<file path="config.mk">
export PLATFORM = sky130hd
export DESIGN_NAME = multicycle_control
export DESIGN_NICKNAME = d
export VERILOG_FILES = /design/src/rtl/mcc_pkg.sv /design/src/rtl/mcc_out_decode.sv /design/src/rtl/multicycle_control.sv
export SDC_FILE = /design/constraint.sdc
export NUM_CORES = 1
export LEC_CHECK = 0
export CAP_MARGIN = 20
export CORE_ASPECT_RATIO = 1.5
export CORE_MARGIN = 2
export CORE_UTILIZATION = 40
export CTS_CLUSTER_SIZE = 16
export DETAILED_ROUTE_END_ITERATION = 10
export PLACE_DENSITY = 0.72
export SLEW_MARGIN = 20
export SYNTH_ARGS = -nofsm -noshare
export SYNTH_HDL_FRONTEND = slang
export SYNTH_HIERARCHICAL = 1
export SYNTH_SLANG_ARGS = --single-unit
</file>
<file path="constraint.sdc">
create_clock -name clk -period 4.1 [get_ports clk]
set_input_delay 0.615 -clock clk [delete_from_list [all_inputs] [get_ports clk]]
set_output_delay 0.615 -clock clk [all_outputs]
set_load 0.05 [all_outputs]
</file>
<file path="src/rtl/mcc_pkg.sv">
// mcc_pkg -- shared definitions for the multicycle MIPS control unit.
//   * 4-bit state encodings (S_*)
//   * the six opcodes the FSM decodes (OP_*)
//   * alu_op / alu_src_b / pc_source field values
//   * ctrl_word_t: the ungated per-state control word from mcc_out_decode
package mcc_pkg;

   localparam logic [3:0] S_IF   = 4'd0;
   localparam logic [3:0] S_ID   = 4'd1;
   localparam logic [3:0] S_MADR = 4'd2;
   localparam logic [3:0] S_MRD  = 4'd3;
   localparam logic [3:0] S_MWB  = 4'd4;
   localparam logic [3:0] S_MWR  = 4'd5;
   localparam logic [3:0] S_REX  = 4'd6;
   localparam logic [3:0] S_RWB  = 4'd7;
   localparam logic [3:0] S_BEQ  = 4'd8;
   localparam logic [3:0] S_JMP  = 4'd9;
   localparam logic [3:0] S_AEX  = 4'd10;
   localparam logic [3:0] S_AWB  = 4'd11;
   localparam logic [3:0] S_HALT = 4'd15;

   localparam logic [5:0] OP_RTYPE = 6'b000000;
   localparam logic [5:0] OP_LW    = 6'b100011;
   localparam logic [5:0] OP_SW    = 6'b101011;
   localparam logic [5:0] OP_BEQ   = 6'b000100;
   localparam logic [5:0] OP_J     = 6'b000010;
   localparam logic [5:0] OP_ADDI  = 6'b001000;

   localparam logic [1:0] ALU_OP_ADD   = 2'b00;
   localparam logic [1:0] ALU_OP_SUB   = 2'b01;
   localparam logic [1:0] ALU_OP_FUNCT = 2'b10;

   localparam logic [1:0] SRC_B_REG    = 2'b00;
   localparam logic [1:0] SRC_B_FOUR   = 2'b01;
   localparam logic [1:0] SRC_B_IMM    = 2'b10;
   localparam logic [1:0] SRC_B_BRANCH = 2'b11;

   localparam logic [1:0] PC_SRC_ALU  = 2'b00;
   localparam logic [1:0] PC_SRC_OUT  = 2'b01;
   localparam logic [1:0] PC_SRC_JUMP = 2'b10;

   // Raw control word before step gating; pc_write/pc_write_cond are
   // folded into pc_en by the top level.
   typedef struct packed {
      logic       pc_write;
      logic       pc_write_cond;
      logic       iord;
      logic       mem_read;
      logic       mem_write;
      logic       ir_write;
      logic       mem_to_reg;
      logic       reg_dst;
      logic       reg_write;
      logic       alu_src_a;
      logic [1:0] alu_src_b;
      logic [1:0] alu_op;
      logic [1:0] pc_source;
   } ctrl_word_t;

endpackage

</file>
<file path="src/rtl/mcc_out_decode.sv">
// mcc_out_decode -- purely combinational state-to-control-word table.
// Ports:
//   state : current FSM state (4 bits)
//   ctrl  : ungated control word for that state; all fields 0 unless set
module mcc_out_decode
   import mcc_pkg::*;
(
   input  logic [3:0] state,
   output ctrl_word_t ctrl
);

   always_comb begin
      ctrl = '0;
      case (state)
         S_IF: begin
            ctrl.mem_read  = 1'b1;
            ctrl.ir_write  = 1'b1;
            ctrl.alu_src_b = SRC_B_FOUR;
            ctrl.pc_source = PC_SRC_ALU;
            ctrl.pc_write  = 1'b1;
         end
         S_ID: begin
            // Speculatively compute the branch target while decoding
            ctrl.alu_src_b = SRC_B_BRANCH;
         end
         S_MADR, S_AEX: begin
            ctrl.alu_src_a = 1'b1;
            ctrl.alu_src_b = SRC_B_IMM;
         end
         S_MRD: begin
            ctrl.mem_read = 1'b1;
            ctrl.iord     = 1'b1;
         end
         S_MWB: begin
            ctrl.reg_write  = 1'b1;
            ctrl.mem_to_reg = 1'b1;
         end
         S_MWR: begin
            ctrl.mem_write = 1'b1;
            ctrl.iord      = 1'b1;
         end
         S_REX: begin
            ctrl.alu_src_a = 1'b1;
            ctrl.alu_op    = ALU_OP_FUNCT;
         end
         S_RWB: begin
            ctrl.reg_dst   = 1'b1;
            ctrl.reg_write = 1'b1;
         end
         S_BEQ: begin
            ctrl.alu_src_a     = 1'b1;
            ctrl.alu_op        = ALU_OP_SUB;
            ctrl.pc_source     = PC_SRC_OUT;
            ctrl.pc_write_cond = 1'b1;
         end
         S_JMP: begin
            ctrl.pc_source = PC_SRC_JUMP;
            ctrl.pc_write  = 1'b1;
         end
         S_AWB: begin
            ctrl.reg_write = 1'b1;
         end
         default: ctrl = '0;   // HALT and unused encodings drive nothing
      endcase
   end

endmodule

</file>
<file path="src/rtl/multicycle_control.sv">
// multicycle_control -- Moore-style control FSM for a multicycle MIPS core.
// Ports:
//   clk, rst_n        : clock; asynchronous active-low reset (to IF, count 0)
//   step              : one-cycle advance enable from the clock divider
//   opcode            : IR[31:26], stable from ID onward
//   zero              : ALU zero flag, used only for the beq PC write
//   pc_en ... alu_src_a, alu_src_b, alu_op, pc_source : datapath controls
//   state             : current state encoding
//   halted            : high only in HALT
//   instr_count       : number of IF steps taken (wraps at 16 bits)
module multicycle_control
   import mcc_pkg::*;
(
   input  logic        clk,
   input  logic        rst_n,
   input  logic        step,
   input  logic [5:0]  opcode,
   input  logic        zero,
   output logic        pc_en,
   output logic        iord,
   output logic        mem_read,
   output logic        mem_write,
   output logic        ir_write,
   output logic        mem_to_reg,
   output logic        reg_dst,
   output logic        reg_write,
   output logic        alu_src_a,
   output logic [1:0]  alu_src_b,
   output logic [1:0]  alu_op,
   output logic [1:0]  pc_source,
   output logic [3:0]  state,
   output logic        halted,
   output logic [15:0] instr_count
);

   logic [3:0]  state_reg, state_next;
   logic [15:0] instr_count_reg;
   ctrl_word_t  ctrl;

   always_comb begin
      state_next = S_HALT;
      case (state_reg)
         S_IF:   state_next = S_ID;
         S_ID: begin
            case (opcode)
               OP_RTYPE:     state_next = S_REX;
               OP_LW, OP_SW: state_next = S_MADR;
               OP_BEQ:       state_next = S_BEQ;
               OP_J:         state_next = S_JMP;
               OP_ADDI:      state_next = S_AEX;
               default:      state_next = S_HALT;
            endcase
         end
         // Only lw and sw reach MADR, and opcode is held, so sw is the only
         // case that needs distinguishing.
         S_MADR: state_next = (opcode == OP_SW) ? S_MWR : S_MRD;
         S_MRD:  state_next = S_MWB;
         S_REX:  state_next = S_RWB;
         S_AEX:  state_next = S_AWB;
         S_MWB, S_MWR, S_RWB, S_BEQ, S_JMP, S_AWB: state_next = S_IF;
         default: state_next = S_HALT;   // HALT stays; 12-14 fall into HALT
      endcase
   end

   always_ff @(posedge clk or negedge rst_n) begin
      if (!rst_n) begin
         state_reg       <= S_IF;
         instr_count_reg <= 16'd0;
      end else if (step) begin
         state_reg <= state_next;
         // Counting on IF means HALT never advances the count.
         if (state_reg == S_IF)
            instr_count_reg <= instr_count_reg + 16'd1;
      end
   end

   mcc_out_decode u_out_decode (
      .state (state_reg),
      .ctrl  (ctrl)
   );

   // Write strobes are qualified by step so each fires once per state visit
   // even when the divider holds a state for many clk cycles.
   assign pc_en      = step & (ctrl.pc_write | (ctrl.pc_write_cond & zero));
   assign ir_write   = step & ctrl.ir_write;
   assign mem_write  = step & ctrl.mem_write;
   assign reg_write  = step & ctrl.reg_write;

   assign iord        = ctrl.iord;
   assign mem_read    = ctrl.mem_read;
   assign mem_to_reg  = ctrl.mem_to_reg;
   assign reg_dst     = ctrl.reg_dst;
   assign alu_src_a   = ctrl.alu_src_a;
   assign alu_src_b   = ctrl.alu_src_b;
   assign alu_op      = ctrl.alu_op;
   assign pc_source   = ctrl.pc_source;
   assign state       = state_reg;
   assign halted      = (state_reg == S_HALT);
   assign instr_count = instr_count_reg;

endmodule

</file>
## After elaboration in Yosys (flattened, before gate mapping)

Index checks and enable logic that the tools add are counted.

- Add/subtract/negate cells: 1
- Bitwise gates (word level): 6
- Eq/ne operators: 17
- Reductions and logical operators: 11
- Mux-type cells: 16

Operators with widths:

| kind | number |
|---|---|
| 4-bit one-hot mux with 7 select lines | 1 |
| 4-bit == test (second input constant) | 5 |
| 4-bit one-hot mux with 5 select lines | 1 |
| 16-bit by 1-bit adder with 16-bit output (second input constant) | 1 |
| 4-bit by 3-bit == test with 1-bit output (second input constant) | 4 |
| 6-bit == test (second input constant) | 2 |
| 1-bit two-way mux | 10 |
| 2-bit OR reduction | 5 |
| 4-bit by 2-bit == test with 1-bit output (second input constant) | 2 |
| 2-bit one-hot mux with 2 select lines | 2 |
| 6-bit by 2-bit == test with 1-bit output (second input constant) | 1 |
| 6-bit by 3-bit == test with 1-bit output (second input constant) | 1 |
| 6-bit by 4-bit == test with 1-bit output (second input constant) | 1 |
| 6-bit zero test | 1 |
| 2-bit one-hot mux with 3 select lines | 1 |
| 6-bit OR reduction | 1 |
| 1-bit AND | 5 |
| 4-bit by 1-bit == test with 1-bit output (second input constant) | 1 |
| 4-bit zero test | 1 |
| 4-bit OR reduction | 1 |
| 3-bit two-way mux | 1 |
| 3-bit OR reduction | 1 |
| 2-bit AND reduction | 1 |
| 1-bit bitwise OR | 1 |

- Output and inout bits: 36
- Register bits: 20
- Bits of input ports: 10
- Word-level logic and storage cells: 53

## Longest topological paths before layout

Gate-level depths: netlist of run 1.

- Depth in word-level cells: 5
- Gate-level depth with buffers: 6

## Modules after synthesis

The synthesis of run 1 kept the hierarchy.

Modules (own cells, without submodules):

| module | cells each | area an instance (um^2) | times used |
|---|---|---|---|
| multicycle_control | 103 | 1094.8 | 1 |
| mcc_out_decode | 30 | 188.9 | 1 |

## Worst setup path after synthesis of run 1

Ideal clock, no wire load.

- Path kind: register -> output
- From: register state_reg[3] (netlist: state[3])
- To: output port pc_en
- Path buffers: 2
- Slack: 214 ps
- Required time: 3485 ps
- Stages on the path, launching flop included: 7
- Arrival time: 3271 ps
- Path through: dfrtp_1 -> buf_6 -> or2b_1 -> nor3_1 -> buf_4 -> a21oi_1 -> nor2_1

RTL lines:

| item | line | RTL |
|---|---|---|
| start, declared | multicycle_control.sv:36 | `logic [3:0] state_reg, state_next;` |
| start signal, assigned | multicycle_control.sv:70 | `state_reg <= state_next;` |
| end, declared | multicycle_control.sv:19 | `output logic pc_en,` |

## Worst setup path after layout of run 1

- From: register state_reg[3] (netlist: state[3])
- To: output port pc_en

- Word-level cells in the longest chain between the ends: 5
- Elaborated cells between the ends (all ways): 9
- Classes of those cells: eq/ne (2); mux (2); bitwise (3); reduce/logical (2)

Ends and longest elaborated chain:

| item | line | RTL |
|---|---|---|
| 4-bit == test or 4-bit zero test (tied branches) | mcc_out_decode.sv:14 | `case (state)` |
| 2-bit OR reduction (no source line) or 1-bit two-way mux (tied branches) | - |  |
| 1-bit two-way mux or 1-bit AND (tied branches) | mcc_out_decode.sv:14, multicycle_control.sv:84 |  |
| 1-bit bitwise OR * | multicycle_control.sv:84 | `assign pc_en = step & (ctrl.pc_write \| (ctrl.pc_write_cond & zero));` |
| 1-bit AND * | multicycle_control.sv:84 |  |

Mark *: on every way between the ends. The rest lies on a longest branch, timed or not.

==> metrics.md, run 1 <==
| Metric | Value |
|---|---|
| Final worst path period share | 74.69% |
| Number of flip-flops in the largest register | 16 |
| Number of cells produced by synthesis | 133 |
| Fraction of power consumed by combinational cells | 61.4% |
| Post-Layout Inst Area | 1778 sq um |
| Global router's overall resource usage | 17.39% |
| Worst-skew pair later-pin latency | 0.25 ns |
| Number of vias per cell | 5.409 |
| Initial core utilization | 41.45% |
| Post-synthesis cell type count | 42 |
| Post-route minimum period | 3.062 ns |
| Switching power share of the total | 53.58% |
| Clock group share of total power | 9.9% |
| Floorplan die height | 73.39 um |
| Portion of the post-synthesis area used by sequential elements | 38.99% |
| Path depth of the worst reg2reg path | 4 |
| Hold Path Origin | instr_count[15] |
| Net Switching | 661.2 uW |
| Launching element type of the critical path | flip-flop |
| CTS clock-pin slew for the worst setup and hold paths | 0.07 ns |
| EDFF count, synth | 0 |
| Setup fix buffers added after clock tree synthesis | 0 |
| Post-layout nets | 188 |
| Final HPWL from detailed placement | 2330 um |
| Post-Route Skew | 0.0008857 ns |
| Number of cells upsized or downsized after cts | 0 |
| Final core utilization | 57.41% |
| Final routed DRC violation total | 0 |
| Cell with the largest stage delay on the worst path | sky130_fd_sc_hd__clkdlybuf4s50_1 |
| Area of the die | 3688 sq um |
| Worst supply voltage drop on vdd | 312.9 uV |
| Maximum number of pins on one net before global-route repair | 23 |
| Placer congestion estimate | 0.8454 |
| Number of global-route vias before repair | 1064 |
| CTS sink count | 20 |
| CORE AREA | 3097 sq um |
| Arrival time worst endpoint | 2.45 ns |
| ANT nets after route | 0 |
| Total negative slack for setup checks | 0 ns |
| Per-cell routed wire length | 13.87 um |
| Kind of critical path | flip-flop to primary output |
| Setup repair after global routing missed its margin | false |
| Master cell of the clock root buffer | sky130_fd_sc_hd__clkbuf_8 |
| Run status | complete, no violations |
| Power Density | 694.0 nW/um^2 |
| TritonCTS Buffers | 3 |
| Die outline width | 50.26 um |
| Final critical-path setup slack | 1.038 ns |
| TritonCTS clock tree | built |
| Cts-stage hold buffer count | 0 |
| Cell-internal power | 572.8 uW |
| Count of routing violations after the opening detailed-route iteration | 26 |
| Slew margin rel. | 42.23% |
| Max-Cap Viols | 0 |
| Proportion of register bits with asynchronous set or reset after synthesis | 100.0% |
| Share of post-route cells with drive strength above 1 | 5.143% |
| Pleak | 0.0006665 uW |
| Cell area after technology mapping | 1284 sq um |
| End of the worst hold path | instr_count[15] |
| Ant diodes | 0 |
| Kind of end point of the critical path | primary output |
| Type of the most critical hold path | flip-flop to flip-flop |
| Worst Max-Slew Pin Slew | 0.8639 ns |
| Max Slew Vio Count | 0 |
| Total of fill cells in the finished design | 265 |
| Top-level port count | 46 |
| Worst hold stages | 1 |
| Cells traversed along the worst timing path | or2b_1, nor3_1, a21oi_1, nor2_1, clkdlybuf4s50_1 |
| Overflow after GRT | 0 |
| Total number of placement rows | 25 |
| Number of synthesis warnings | 6 |
| Post-synth net total | 144 |
| Number of antenna violations at the first check in global routing | 0 |
| Mean instance size in the synthesized netlist | 9.652 sq um |
| Highest achievable clock rate | 326.6 MHz |
| Sequential share of power | 28.7% |
| Startpoint of the most critical register-to-register path | state[2] |
| #FFs+latches synth | 20 |
| Via count | 1163 |
| Synthesis-to-finish area growth | 38.50% |
| Capture instance of the worst register-to-register path | instr_count[14] |
| Number of buffers inserted by port buffering | 45 |
| Drt first pass iters | 4 |
| Required @ worst endpoint | 3.48 ns |
| Hold Vio Cnt, Final | 0 |
| Global-route wire length before repair | 4995 um |
| Largest stage delay on the critical path | 0.80 ns |
| Top FF cell, synth | sky130_fd_sc_hd__dfrtp_1 |
| Pre-CTS worst setup slack | 1.249 ns |
| R2r setup slk | 2.00 ns |
| Drt total wl | 2983 um |
| Bufs on Longest Clock Path | 2 |
| Area post-placement | 1737 sq um |
| Finish-stage setup viols | 0 |
| Max Fanout on Critical Path | 17 |
| H-tree levels | 1 |
## metrics by stage
stage               hold slack [ns]  instances  total power, uW
floorplan                    0.3194        133            890.3
global placement             0.4609        212             1102
detailed placement           0.4667        212             1118
CTS                          0.4755        215             1243
global route                 0.5006        215             1309
finish                       0.4677        215             1234
## power by group through the flow
stage	logic, uW	registers (uW)	clock network, uW
2_1_floorplan	473	418	0
3_3_place_gp	751	351	0
5_1_grt	801	371	137
6_report	758	354	122
3_5_place_dp	762	355	0
4_1_cts	764	352	128
## logic make-up after synthesis
| group | after synthesis | share of synthesized area (%) |
|---|---|---|
| AOI/OAI and AO/OA | 20 | 10.62 |
| buffers and inverters | 8 | 4.288 |
| muxes | 2 | 1.657 |
| and+or+nand+nor | 63 | 30.51 |
| xor gates and xnor gates | 19 | 12.96 |
| adders and majority gates | 1 | 0.9745 |
| DFF | 20 | 38.99 |
## worst max-delay path by stage
stage / slack (ns) / startpoint / endpoint / cells past startpoint
5_1_grt: 0.85 / state[3] / pc_en / 5
3_5_place_dp: 1.25 / step / pc_en / 4
4_1_cts: 1.03 / state[3] / pc_en / 5
3_3_place_gp: 1.26 / step / pc_en / 4
6_report: 1.04 / state[3] / pc_en / 5
2_1_floorplan: 0.21 / state[3] / pc_en / 6
## cells in the mapped netlist, types with 2 or more instances
cell	n	area [sq um]
sky130_fd_sc_hd__a211oi_1	2	15.01
sky130_fd_sc_hd__nor4_1	2	12.51
sky130_fd_sc_hd__nor3_1	6	30.03
sky130_fd_sc_hd__nor4b_1	3	26.28
sky130_fd_sc_hd__xnor2_1	15	131.4
sky130_fd_sc_hd__xor2_1	4	35.03
sky130_fd_sc_hd__buf_2	2	10.01
sky130_fd_sc_hd__nand3_1	5	25.02
sky130_fd_sc_hd__nand4_1	6	37.54
sky130_fd_sc_hd__and4_1	3	26.28
sky130_fd_sc_hd__and2_1	6	37.54
sky130_fd_sc_hd__o22ai_1	2	12.51
sky130_fd_sc_hd__nand2b_1	4	25.02
sky130_fd_sc_hd__nand2_1	7	26.28
sky130_fd_sc_hd__a21boi_0	2	15.01
sky130_fd_sc_hd__buf_4	2	15.01
sky130_fd_sc_hd__or4_1	2	15.01
sky130_fd_sc_hd__buf_6	2	22.52
sky130_fd_sc_hd__a21oi_1	3	15.01
sky130_fd_sc_hd__inv_1	2	7.510
sky130_fd_sc_hd__nor2_1	10	37.54
sky130_fd_sc_hd__o21ai_0	4	20.02
sky130_fd_sc_hd__dfrtp_1	20	500.5
## final cells by class
cell class                 instances  area [sq um]  share of cell area [%]
multi-input combinational        105         728.2                   40.96
sequential                        20         500.5                   28.15
timing repair buffer              45         450.4                   25.33
tap                               40         50.05                   2.815
clock buffer                       3         41.29                   2.322
inverter                           2         7.507                  0.4222
## worst max-delay path: cells and delay by family (launching register included)
family / cells / cell delay, ns
AO/OA/AOI/OAI: 1 / 0.11
buffers and inverters: 1 / 0.80
flip-flops: 1 / 0.64
AND/OR/NAND/NOR: 3 / 0.64
## cells in the final DEF, fill, tap and decap left out, types with 3 or more instances in the layout
cell type and n:
sky130_fd_sc_hd__a21oi_1 3, sky130_fd_sc_hd__and2_1 6, sky130_fd_sc_hd__and4_1 3, sky130_fd_sc_hd__clkbuf_8 3
sky130_fd_sc_hd__clkdlybuf4s50_1 45, sky130_fd_sc_hd__dfrtp_1 20, sky130_fd_sc_hd__nand2_1 7, sky130_fd_sc_hd__nand2b_1 4
sky130_fd_sc_hd__nand3_1 5, sky130_fd_sc_hd__nand4_1 6, sky130_fd_sc_hd__nor2_1 10, sky130_fd_sc_hd__nor3_1 6
sky130_fd_sc_hd__nor4b_1 3, sky130_fd_sc_hd__o21ai_0 4, sky130_fd_sc_hd__xnor2_1 15, sky130_fd_sc_hd__xor2_1 4
## per-layer routing
layer  up-vias  GRT usage [%]  routed length [um]
met1       557          21.29                1202
met4         0          7.407                  44
met3         4          1.829                  96
li1        574              -                   -
met2        28          30.56                1639
met5         -              0                   0
No activity file was read; power rests on OpenSTA's default activity.
==> run 2: changes to the inputs <==
--- a/config.mk
+++ b/config.mk
@@ -11,7 +11,7 @@
 export CORE_UTILIZATION = 40
 export CTS_CLUSTER_SIZE = 16
 export DETAILED_ROUTE_END_ITERATION = 10
-export PLACE_DENSITY = 0.72
+export PLACE_DENSITY = 0.75
 export SLEW_MARGIN = 20
 export SYNTH_ARGS = -nofsm -noshare
 export SYNTH_HDL_FRONTEND = slang
==> constraint.sdc (replaced) <==
create_clock -name clk -period 2.7 [get_ports clk]
set_input_delay 0.405 -clock clk [delete_from_list [all_inputs] [get_ports clk]]
set_output_delay 0.405 -clock clk [all_outputs]
set_load 0.05 [all_outputs]
==> metrics.md, run 2 (same netlist as run 1, synthesis figures left out) <==
| Metric | Value |
|---|---|
| Max Slew Vio Count | 0 |
| Setup repair after global routing missed its margin | false |
| Placer congestion estimate | 0.8053 |
| Floorplan die height | 73.39 um |
| ANT nets after route | 0 |
| Number of antenna violations at the first check in global routing | 0 |
| CORE AREA | 3097 sq um |
| Per-cell routed wire length | 13.04 um |
| Final routed DRC violation total | 0 |
| TritonCTS clock tree | built |
| Kind of critical path | flip-flop to primary output |
| Worst Max-Slew Pin Slew | 0.6235 ns |
| Launching element type of the critical path | flip-flop |
| Total negative slack for setup checks | 0 ns |
| Global router's overall resource usage | 17.03% |
| Maximum number of pins on one net before global-route repair | 21 |
| Hold Vio Cnt, Final | 0 |
| Ant diodes | 0 |
| Area of the die | 3688 sq um |
| Count of routing violations after the opening detailed-route iteration | 17 |
| Startpoint of the most critical register-to-register path | state[0] |
| Path depth of the worst reg2reg path | 4 |
| Post-Layout Inst Area | 1812 sq um |
| Top-level port count | 46 |
| Worst-skew pair later-pin latency | 0.26 ns |
| Synthesis-to-finish area growth | 41.13% |
| Post-Route Skew | 0.003653 ns |
| TritonCTS Buffers | 3 |
| Global-route wire length before repair | 4788 um |
| Initial core utilization | 41.45% |
| Drt first pass iters | 4 |
| Commonest non-fill, non-tap cell in the layout | sky130_fd_sc_hd__clkdlybuf4s50_1 |
| Run status | complete, no violations |
| Final worst path period share | 94.22% |
| Bufs on Longest Clock Path | 2 |
| Required @ worst endpoint | 2.30 ns |
| Total number of placement rows | 25 |
| Die outline width | 50.26 um |
| Setup fix buffers added after clock tree synthesis | 0 |
| Number of flip-flops in the largest register | 16 |
| Final HPWL from detailed placement | 2236 um |
| Max-Cap Viols | 0 |
| Post-route minimum period | 2.544 ns |
| Worst supply voltage drop on vdd | 761.5 uV |
| Number of vias per cell | 5.420 |
| Type of the most critical hold path | input pin to asynchronous set/reset pin |
| Master cell of the clock root buffer | sky130_fd_sc_hd__clkbuf_8 |
| Number of global-route vias before repair | 1126 |
| Area post-placement | 1764 sq um |
| Arrival time worst endpoint | 2.14 ns |
| Capture instance of the worst register-to-register path | instr_count[8] |
| Worst Hold Margin | 0.4708 ns |
| Highest achievable clock rate | 393.1 MHz |
| CTS clock-pin slew for the worst setup and hold paths | 0.07 ns |
| Number of buffers inserted by port buffering | 45 |
| Share of post-route cells with drive strength above 1 | 12.29% |
| Drt total wl | 2856 um |
| CTS sink count | 20 |
| Finish-stage setup viols | 0 |
| H-tree levels | 1 |
| Kind of end point of the critical path | primary output |
| R2r setup slk | 0.62 ns |
| Cts-stage hold buffer count | 0 |
| Slew margin rel. | 58.43% |
| Pleak | 0.0007154 uW |
| Top library cells by usage in the layout, fill and taps aside | 38 x sky130_fd_sc_hd__clkdlybuf4s50_1, 19 x sky130_fd_sc_hd__dfrtp_1, 15 x sky130_fd_sc_hd__xnor2_1 |
| Post-layout nets | 191 |
| Max Fanout on Critical Path | 20 |
| Via count | 1187 |
| Power Density | 1045 nW/um^2 |
| Overflow after GRT | 0 |
[run 2: cell count changes in the layout (fill, tap and decap cells not counted), sizes merged]
cell           previous run  this run
clkdlybuf4s50            45        38
clkbuf                    3         4
buf                       0         9
dlymetal6s2s              0         1
[run 2: metrics by stage]
step | std cells | util, % | worst slack (ns) | power (uW)
6_report | 219 | 58.51 | 0.1560 | 1894
3_3_place_gp | 215 | 56.97 | 0.3666 | 1692
5_1_grt | 219 | 58.51 | 0.03274 | 2004
3_5_place_dp | 215 | 56.97 | 0.3186 | 1712
2_1_floorplan | 133 | - | 0.05027 | 1376
4_1_cts | 219 | 58.42 | 0.1298 | 1911
[run 2: area by class of cell]
class,instances,area (sq um)
flip-flops and latches,20,501.7
inverters,2,7.507
fillers,261,1285
repair buffers,48,460.4
clock buffers,4,45.04
well taps,40,50.05
multi-input cells,105,747.0
[run 2: where the power goes]
group / internal [uW] / switching (uW)
Combinational: 426 / 768
Clock: 105 / 92.2
Sequential: 355 / 149
Total: 886 / 1010
[run 2: worst max-delay path by stage]
stage,slack [ns],end,depth (start not counted),startpoint
2_1_floorplan,0.05,mem_read,3,state[1]
3_3_place_gp,0.37,ir_write,3,step
3_5_place_dp,0.32,instr_count[14],5,step
4_1_cts,0.13,pc_source[0],3,state[3]
5_1_grt,0.03,ir_write,3,state[0]
6_report,0.16,ir_write,3,state[0]
[run 2: worst max-delay path: stages (launching register included)]
cell	delay [ns]
sky130_fd_sc_hd__dfrtp_1	0.61
sky130_fd_sc_hd__nor4_1	0.32
sky130_fd_sc_hd__and2_1	0.16
sky130_fd_sc_hd__clkdlybuf4s50_1	0.79
[run 2: repair_timing]
item / 4_1_cts / 5_1_grt
endpoints found under the hold margin: 0 / 0
endpoints found under the setup margin: 0 / 1
gates resized for setup: 0 / 1
[run 2: layer usage]
metal	vias up	part of all wire, %	global-route usage [%]
met5	-	0	0
met4	0	1.7	7.716
met3	5	3.6	2.439
met2	33	57	33.48
met1	571	38	17.12
li1	578	-	-
